[src/rtl/ysyx_23060236_icache_refill.sv]
// Fetch-side icache controller: answers hits from the storage array, refills
// missed lines with an AXI4 INCR burst, and forwards non-cacheable fetches as single beats.
module ysyx_23060236_icache_refill #(
   parameter int          ADDR_LEN   = 25,
   parameter int          OFFSET_LEN = 5,
   parameter logic [6:0]  CACHE_HI   = 7'h50
) (
   input  logic                clock,
   input  logic                reset,
   input  logic                ifu_arvalid,
   output logic                ifu_arready,
   input  logic [31:0]         ifu_araddr,
   output logic                ifu_rvalid,
   input  logic                ifu_rready,
   output logic [31:0]         ifu_rdata,
   output logic [1:0]          ifu_rresp,
   output logic [ADDR_LEN-1:0] icache_araddr,
   input  logic [31:0]         icache_rdata,
   input  logic                icache_hit,
   output logic [ADDR_LEN-1:0] icache_awaddr,
   output logic [31:0]         icache_wdata,
   output logic                icache_wvalid,
   output logic                arvalid,
   input  logic                arready,
   output logic [31:0]         araddr,
   output logic [7:0]          arlen,
   output logic [2:0]          arsize,
   output logic [1:0]          arburst,
   input  logic                rvalid,
   output logic                rready,
   input  logic [31:0]         rdata,
   input  logic [1:0]          rresp,
   input  logic                rlast
);

   localparam int                  WORD_BITS  = OFFSET_LEN - 2;
   localparam logic [7:0]          REFILL_LEN = 8'((1 << WORD_BITS) - 1);
   localparam logic [WORD_BITS-1:0] BEAT_ONE  = 1;

   typedef enum logic [2:0] {
      S_IDLE,
      S_CHECK,
      S_AR,
      S_R,
      S_RESP
   } state_t;

   state_t               state_q, state_d;
   logic [31:0]          addr_q, addr_d;
   logic [WORD_BITS-1:0] beat_q, beat_d;
   logic [31:0]          rdata_q, rdata_d;
   logic [1:0]           resp_q, resp_d;
   logic                 cacheable_q, cacheable_d;

   assign icache_araddr = addr_q[ADDR_LEN-1:0];
   assign icache_awaddr = {addr_q[ADDR_LEN-1:OFFSET_LEN], beat_q, 2'b00};
   assign icache_wdata  = rdata;
   assign arsize        = 3'b010;
   assign arburst       = 2'b01;

   always_ff @(posedge clock) begin
      if (reset) begin
         state_q     <= S_IDLE;
         addr_q      <= '0;
         beat_q      <= '0;
         rdata_q     <= '0;
         resp_q      <= '0;
         cacheable_q <= 1'b0;
      end else begin
         state_q     <= state_d;
         addr_q      <= addr_d;
         beat_q      <= beat_d;
         rdata_q     <= rdata_d;
         resp_q      <= resp_d;
         cacheable_q <= cacheable_d;
      end
   end

   always_comb begin
      state_d       = state_q;
      addr_d        = addr_q;
      beat_d        = beat_q;
      rdata_d       = rdata_q;
      resp_d        = resp_q;
      cacheable_d   = cacheable_q;
      ifu_arready   = 1'b0;
      ifu_rvalid    = 1'b0;
      ifu_rdata     = '0;
      ifu_rresp     = '0;
      arvalid       = 1'b0;
      araddr        = '0;
      arlen         = '0;
      rready        = 1'b0;
      icache_wvalid = 1'b0;
      case (state_q)
         S_IDLE: begin
            ifu_arready = 1'b1;
            if (ifu_arvalid) begin
               addr_d      = ifu_araddr;
               cacheable_d = (ifu_araddr[31:ADDR_LEN] == CACHE_HI);
               resp_d      = '0;
               state_d     = S_CHECK;
            end
         end
         S_CHECK: begin
            if (cacheable_q && icache_hit) begin
               rdata_d = icache_rdata;
               state_d = S_RESP;
            end else begin
               beat_d  = '0;
               state_d = S_AR;
            end
         end
         S_AR: begin
            arvalid = 1'b1;
            araddr  = cacheable_q ? {addr_q[31:OFFSET_LEN], {OFFSET_LEN{1'b0}}} : addr_q;
            arlen   = cacheable_q ? REFILL_LEN : 8'd0;
            if (arready) state_d = S_R;
         end
         S_R: begin
            rready = 1'b1;
            if (rvalid) begin
               resp_d = resp_q | rresp;
               if (cacheable_q) begin
                  // Error beats are written too; the fault travels back via ifu_rresp.
                  icache_wvalid = 1'b1;
                  beat_d        = beat_q + BEAT_ONE;
                  if (beat_q == addr_q[OFFSET_LEN-1:2]) rdata_d = rdata;
               end else begin
                  rdata_d = rdata;
               end
               if (rlast) state_d = S_RESP;
            end
         end
         S_RESP: begin
            ifu_rvalid = 1'b1;
            ifu_rdata  = rdata_q;
            ifu_rresp  = resp_q;
            if (ifu_rready) state_d = S_IDLE;
         end
         default: state_d = S_IDLE;
      endcase
   end

endmodule

[config.mk]
export PLATFORM = sky130hd
export DESIGN_NAME = ysyx_23060236_icache_refill
export DESIGN_NICKNAME = d
export VERILOG_FILES = /design/src/rtl/ysyx_23060236_icache_refill.sv
export SDC_FILE = /design/constraint.sdc
export NUM_CORES = 1
export LEC_CHECK = 0
export ABC_AREA = 1
export CORE_MARGIN = 4
export CORE_UTILIZATION = 42
export CTS_BUF_LIST = sky130_fd_sc_hd__clkbuf_4 sky130_fd_sc_hd__clkbuf_8
export CTS_CLUSTER_DIAMETER = 200
export DETAILED_ROUTE_END_ITERATION = 6
export PLACE_DENSITY = 0.95
export SYNTH_ARGS = -nofsm -noshare
export SYNTH_HDL_FRONTEND = slang
export SYNTH_SLANG_ARGS = --single-unit
[constraint.sdc]
create_clock -name clock -period 3.62 [get_ports clock]
set_input_delay 0.724 -clock clock [delete_from_list [all_inputs] [get_ports clock]]
set_output_delay 0.724 -clock clock [all_outputs]
set_load 0.05 [all_outputs]
=== Word-level counts from Yosys, hierarchy flattened ===
Index checks and enable logic that the tools add are counted.

* Bits in registers: 73
* Input port bits: 106
* Output and inout port bits: 166
* Word-level logic and storage cells: 64

* Add/sub/neg operators: 1
* Eq/ne operators: 15
* Mux-type cells: 32
* Bitwise logic cells: 1
* Reduce and logical (&&, ||, !) cells: 9

{| class="wikitable"
|+ Operators with widths
! cell !! count
|-
| 32-bit two-way mux || 6
|-
| 32-bit one-hot mux with 2 select lines || 1
|-
| 3-bit two-way mux || 11
|-
| 2-bit != test (second input constant) || 8
|-
| 3-bit one-hot mux with 5 select lines || 1
|-
| 4-bit AND reduction || 2
|-
| 7-bit equality test (second input constant) || 1
|-
| 1-bit two-way mux || 7
|-
| 3-bit by 2-bit equality test with 1-bit output (second input constant) || 2
|-
| 2-bit two-way mux || 3
|-
| 3-bit one-hot mux with 2 select lines || 1
|-
| 5-bit two-way mux || 1
|-
| 5-bit AND reduction || 1
|-
| 2-bit one-hot mux with 2 select lines || 1
|-
| 2-bit nonzero test || 2
|-
| 3-bit by 1-bit adder with 3-bit output (second input constant) || 1
|-
| 3-bit by 1-bit equality test with 1-bit output (second input constant) || 1
|-
| 3-bit equality test || 1
|-
| 3-bit equality test (second input constant) || 1
|-
| 3-bit logical NOT || 1
|-
| 3-bit != test (second input constant) || 1
|-
| 3-bit AND reduction || 1
|-
| 2-bit bitwise OR || 1
|-
| 2-bit AND reduction || 1
|-
| 1-bit logical AND || 1
|}

=== Depth between registers and ports, before layout ===
* Depth in word-level cells: 5
* Mapped depth: 10
* Gate-level depth less buffers: 9

=== Worst setup path after synthesis ===
Ideal clock, no wire load.

* Path type: reg-to-output
* From: register state_q[1]
* To: output port arlen[1]
* Arrival time: 3,090 ps
* Data required time: 2,896 ps
* Slack: -194 ps
* Stages on the path, launching flop included: 7
* Path buffers: 2
* Cells stage by stage: dfxtp_1 -> inv_1 -> nor3_1 -> inv_1 -> clkbuf_1 -> nor2_1 -> buf_4

* Word-level cells in the longest chain between the ends: 2

{| class="wikitable"
|+ RTL lines
! what !! line !! source
|-
| start, declared || 48 || <nowiki>state_t state_q, state_d;</nowiki>
|-
| start signal, assigned || 70 || <nowiki>state_q <= state_d;</nowiki>
|-
| 3-bit by 2-bit equality test with 1-bit output || 95 || <nowiki>case (state_q)</nowiki>
|-
| 3-bit two-way mux || 95 ||
|-
| end, declared || 26 || <nowiki>output logic [7:0] arlen,</nowiki>
|}

Every way passes these cells.

=== Worst setup path after layout ===
Ends and elaborated chain as after synthesis.

==> metrics.sh <==
CP_DATA_REQUIRED_TIME_NS=2.90
FLOORPLAN.CORE_AREA_UM2=10500
LAYOUT.CELLS.MOST_COMMON_LIST='224 x sky130_fd_sc_hd__clkdlybuf4s50_1, 160 x sky130_fd_sc_hd__nand2_1, 116 x sky130_fd_sc_hd__inv_1'
WORST_SLEW_MARGIN_REL=0.366
LAYOUT.CELLS.MOST_COMMON='sky130_fd_sc_hd__clkdlybuf4s50_1'
GR-USAGE-ALL-LAYERS=0.200
DETAIL_ROUTE.VIAS_PER_CELL=4.60
SYNTH_ENABLE_FLOP_CELLS=0
FINALWEIGHTEDCONGESTION=0.854
END_KIND='primary output'
SYNTH.LIB_CELLS_USED.DISTINCT=23
ROUTE.DETAILED.DRC=0
CRITICAL_PATH_ARRIVAL_NS=2.66
SYNTHESIS.YOSYS.WARNINGS=0
GRT_PASS1_VIAS=4354
FINAL.SETUP.TNS_NS=0
DESIGN.FINAL.NETS=1014
FINALWORSTPATHREQUIREDPERIOD_NS=3.38
IO-PIN-COUNT=272
DOMINANTREGCELLSYNTH='sky130_fd_sc_hd__dfxtp_1'
INITIAL_UTILIZATION=0.438
HOLD_CLASS='reg2reg'
DR_TOTAL_VIAS=4814
REGTOREGSTARTPOINT='state_q[2]$_SDFFE_PP0P_'
DRT_ITER0_DRC=232
REG2REG_SLACK_NS=1.35
POST_CTS_RESIZED=0
DIE_AREA_UM2=12700
STATUS='complete, no violations'
LAYOUT-DRIVE-GT1-SHARE=0.0714
PWR_DENSITY_CELL_nW_PER_UM2=602
RR_ENDPOINT='rdata_q[24]$_SDFFE_PP0P_'
CTS.SINKS=73
CTS_TREE='built'
MAXIMUM_IR_DROP_ON_THE_VDD_RAIL_uV=458
HPWLAFTERDP_MM=10.4
SYNTH-SEQ-CELLS=73
HOLD_PATH.STARTPOINT='addr_q[26]$_SDFFE_PP0P_'
PORT_BUFFERS=259
INSERTEDDIODECOUNT=0
FIRST_PASS_GRT_WIRE_LENGTH_MM=21.1
TOTAL_PLACED_INSTANCE_AREA_UM2=6540
MAX-CLOCK-PATH-BUFFERS=2
ASYNC_FLOP_SHARE=0
UNREPAIRED_SETUP_ENDPOINTS_AFTER_GLOBAL_ROUTING='yes'
AVGSYNTHCELLAREA_UM2=6.13
NUMCTSBUFFERS=9
ROUTEDWLPERCELL_UM=12.9
ANTENNA_FOUND_INITIAL=0
NETLIST_INSTANCES=750
REG2REG_DEPTH=9
TRITONROUTE_PASS_1_ITERS=5
POST-ROUTE-CELL-AREA_UM2=6720
CLOCK_LATENCY_NS=0.33
GRT_START_MAX_NET_PINS=65
FINAL_CLOCK_SKEW_NS=0.00932
TIMING.FINAL.HOLD_VIOLATIONS=0
MAX_SLEW.WORST_PIN.SLEW_NS=0.947
POWER.LEAKAGE_nW=2.92
POWER_AFTER_LAYOUT_mW=4.05
CRITPATHMAXFANOUT=30
ROWS=37
OVERFLOW=0
WORST_HOLD_PATH.NUM_CELLS=2
WORST_HOLD_PATH.ENDPOINT='addr_q[26]$_SDFFE_PP0P_'
CTS.REPORTEDPATHS.CLKPINSLEW_NS=0.08
SEQ_AREA_FRAC_SYNTH=0.318
AREA_DELTA_SYNTH_FINAL_PCT=46.2
WORST_SLACK_NS=0.238
MAX_CAP_CHECK_VIOLATION_COUNT=0
DIE-WIDTH_UM=113
WORST_SETUP_PATH_STARTPOINT='state_q[1]$_SDFFE_PP0P_'
DP_SLACK_NS=0.587
FINISH.UTILIZATION=0.640
WORST_HOLD_SLACK_NS=0.460
CRITICAL_PATH_CLASS='reg2out'
SETUP_VIOL_COUNT_FINAL=0
MAX_FREQ_MHz=296
INSTANCES_NO_FILL=1047
CLOCK-ROOT-BUFFER='sky130_fd_sc_hd__clkbuf_8'
TOTAL_COUNT_OF_MAX_TRANSITION_VIOLATIONS_IN_THE_FINAL_REPORT=0
FINALWIRELENGTH_MM=13.5
DIE_H_UM=113
SYNTHESIS.AREA_UM2=4600
ANTENNA_VIOLATING_NETS_REMAINING=0
CTS_HTREE_LEVELS=3
PLACED_CELLS_INCL_TAPS=1032
CTS_SETUP_BUFFERS=0
FINAL_CYCLE_UTILIZATION_OF_THE_CRITICAL_PATH=0.934
CRIT_PATH_START_KIND='register'
## where the power goes
| group | internal, mW | switching (mW) | total [mW] |
|---|---|---|---|
| logic | 0.730 | 1.58 | 2.31 |
| registers | 1.00 | 0.127 | 1.13 |
| clock network | 0.327 | 0.288 | 0.615 |
## metal layers
metal / vias up / share of wire / track usage
met5: - / 0 / 0
met4: 0 / 0.018 / 0.0665
met3: 20 / 0.071 / 0.0491
met2: 184 / 0.52 / 0.366
met1: 2130 / 0.39 / 0.226
li1: 2480 / - / -
## layout make-up
| cell class | count | area [um2] |
|---|---|---|
| clock buffer | 11 | 139 |
| multi-input combinational | 439 | 1890 |
| sequential | 73 | 1460 |
| timing repair buffer | 265 | 2570 |
| fill | 896 | 3790 |
| inverter | 119 | 447 |
| clock inverter | 4 | 45.0 |
| tap | 136 | 170 |
## worst max path at each step
stage,to,slack (ns),depth (start not counted)
2_1_floorplan,arlen[1],0.30,6
3_3_place_gp,arlen[0],0.72,5
3_5_place_dp,arlen[1],0.59,5
4_1_cts,arlen[1],0.21,5
5_1_grt,arlen[1],-0.03,5
6_report,arlen[1],0.24,5
## critical path: stages, from the launching register on
cell	delay, ns
sky130_fd_sc_hd__dfxtp_1	0.44
sky130_fd_sc_hd__inv_1	0.11
sky130_fd_sc_hd__nor3_2	0.17
sky130_fd_sc_hd__inv_1	0.42
sky130_fd_sc_hd__nor2_1	0.32
sky130_fd_sc_hd__clkdlybuf4s50_1	0.86
## synth_stat cells (all sizes together) (2+ instances only)
library cell  instances  area [um2]
clkbuf               15        57.6
conb                  2        7.51
buf                 114         796
dfxtp                73        1460
nand3                36         180
a21oi                69         357
nor3                  2        10.0
inv                 117         439
clkinv                2        7.51
nor2                114         433
o21ai                36         180
nand2               162         613
nand4                 5        31.3
## registers in the layout, indices dropped and copies added, names as in the netlist
signal,cells
addr_q,32
beat_q,3
cacheable_q,1
rdata_q,32
resp_q,2
state_q,3
## what timing repair did
action / CTS / global route
endpoints found under the hold margin: 0 / 0
hold buffers: 0 / 0
setup endpoints to repair: 0 / 3
## cells by family (layout without fill, tap and decap cells)
logic type	after synthesis	count (layout)	synth area share
buf+inv	248	399	0.283
fa+ha+maj	1	1	0.00272
simple gates	320	320	0.277
flops	73	73	0.318
other cells	2	12	0.00163
compound gates	106	106	0.118
No activity file was read; power rests on OpenSTA's default activity.
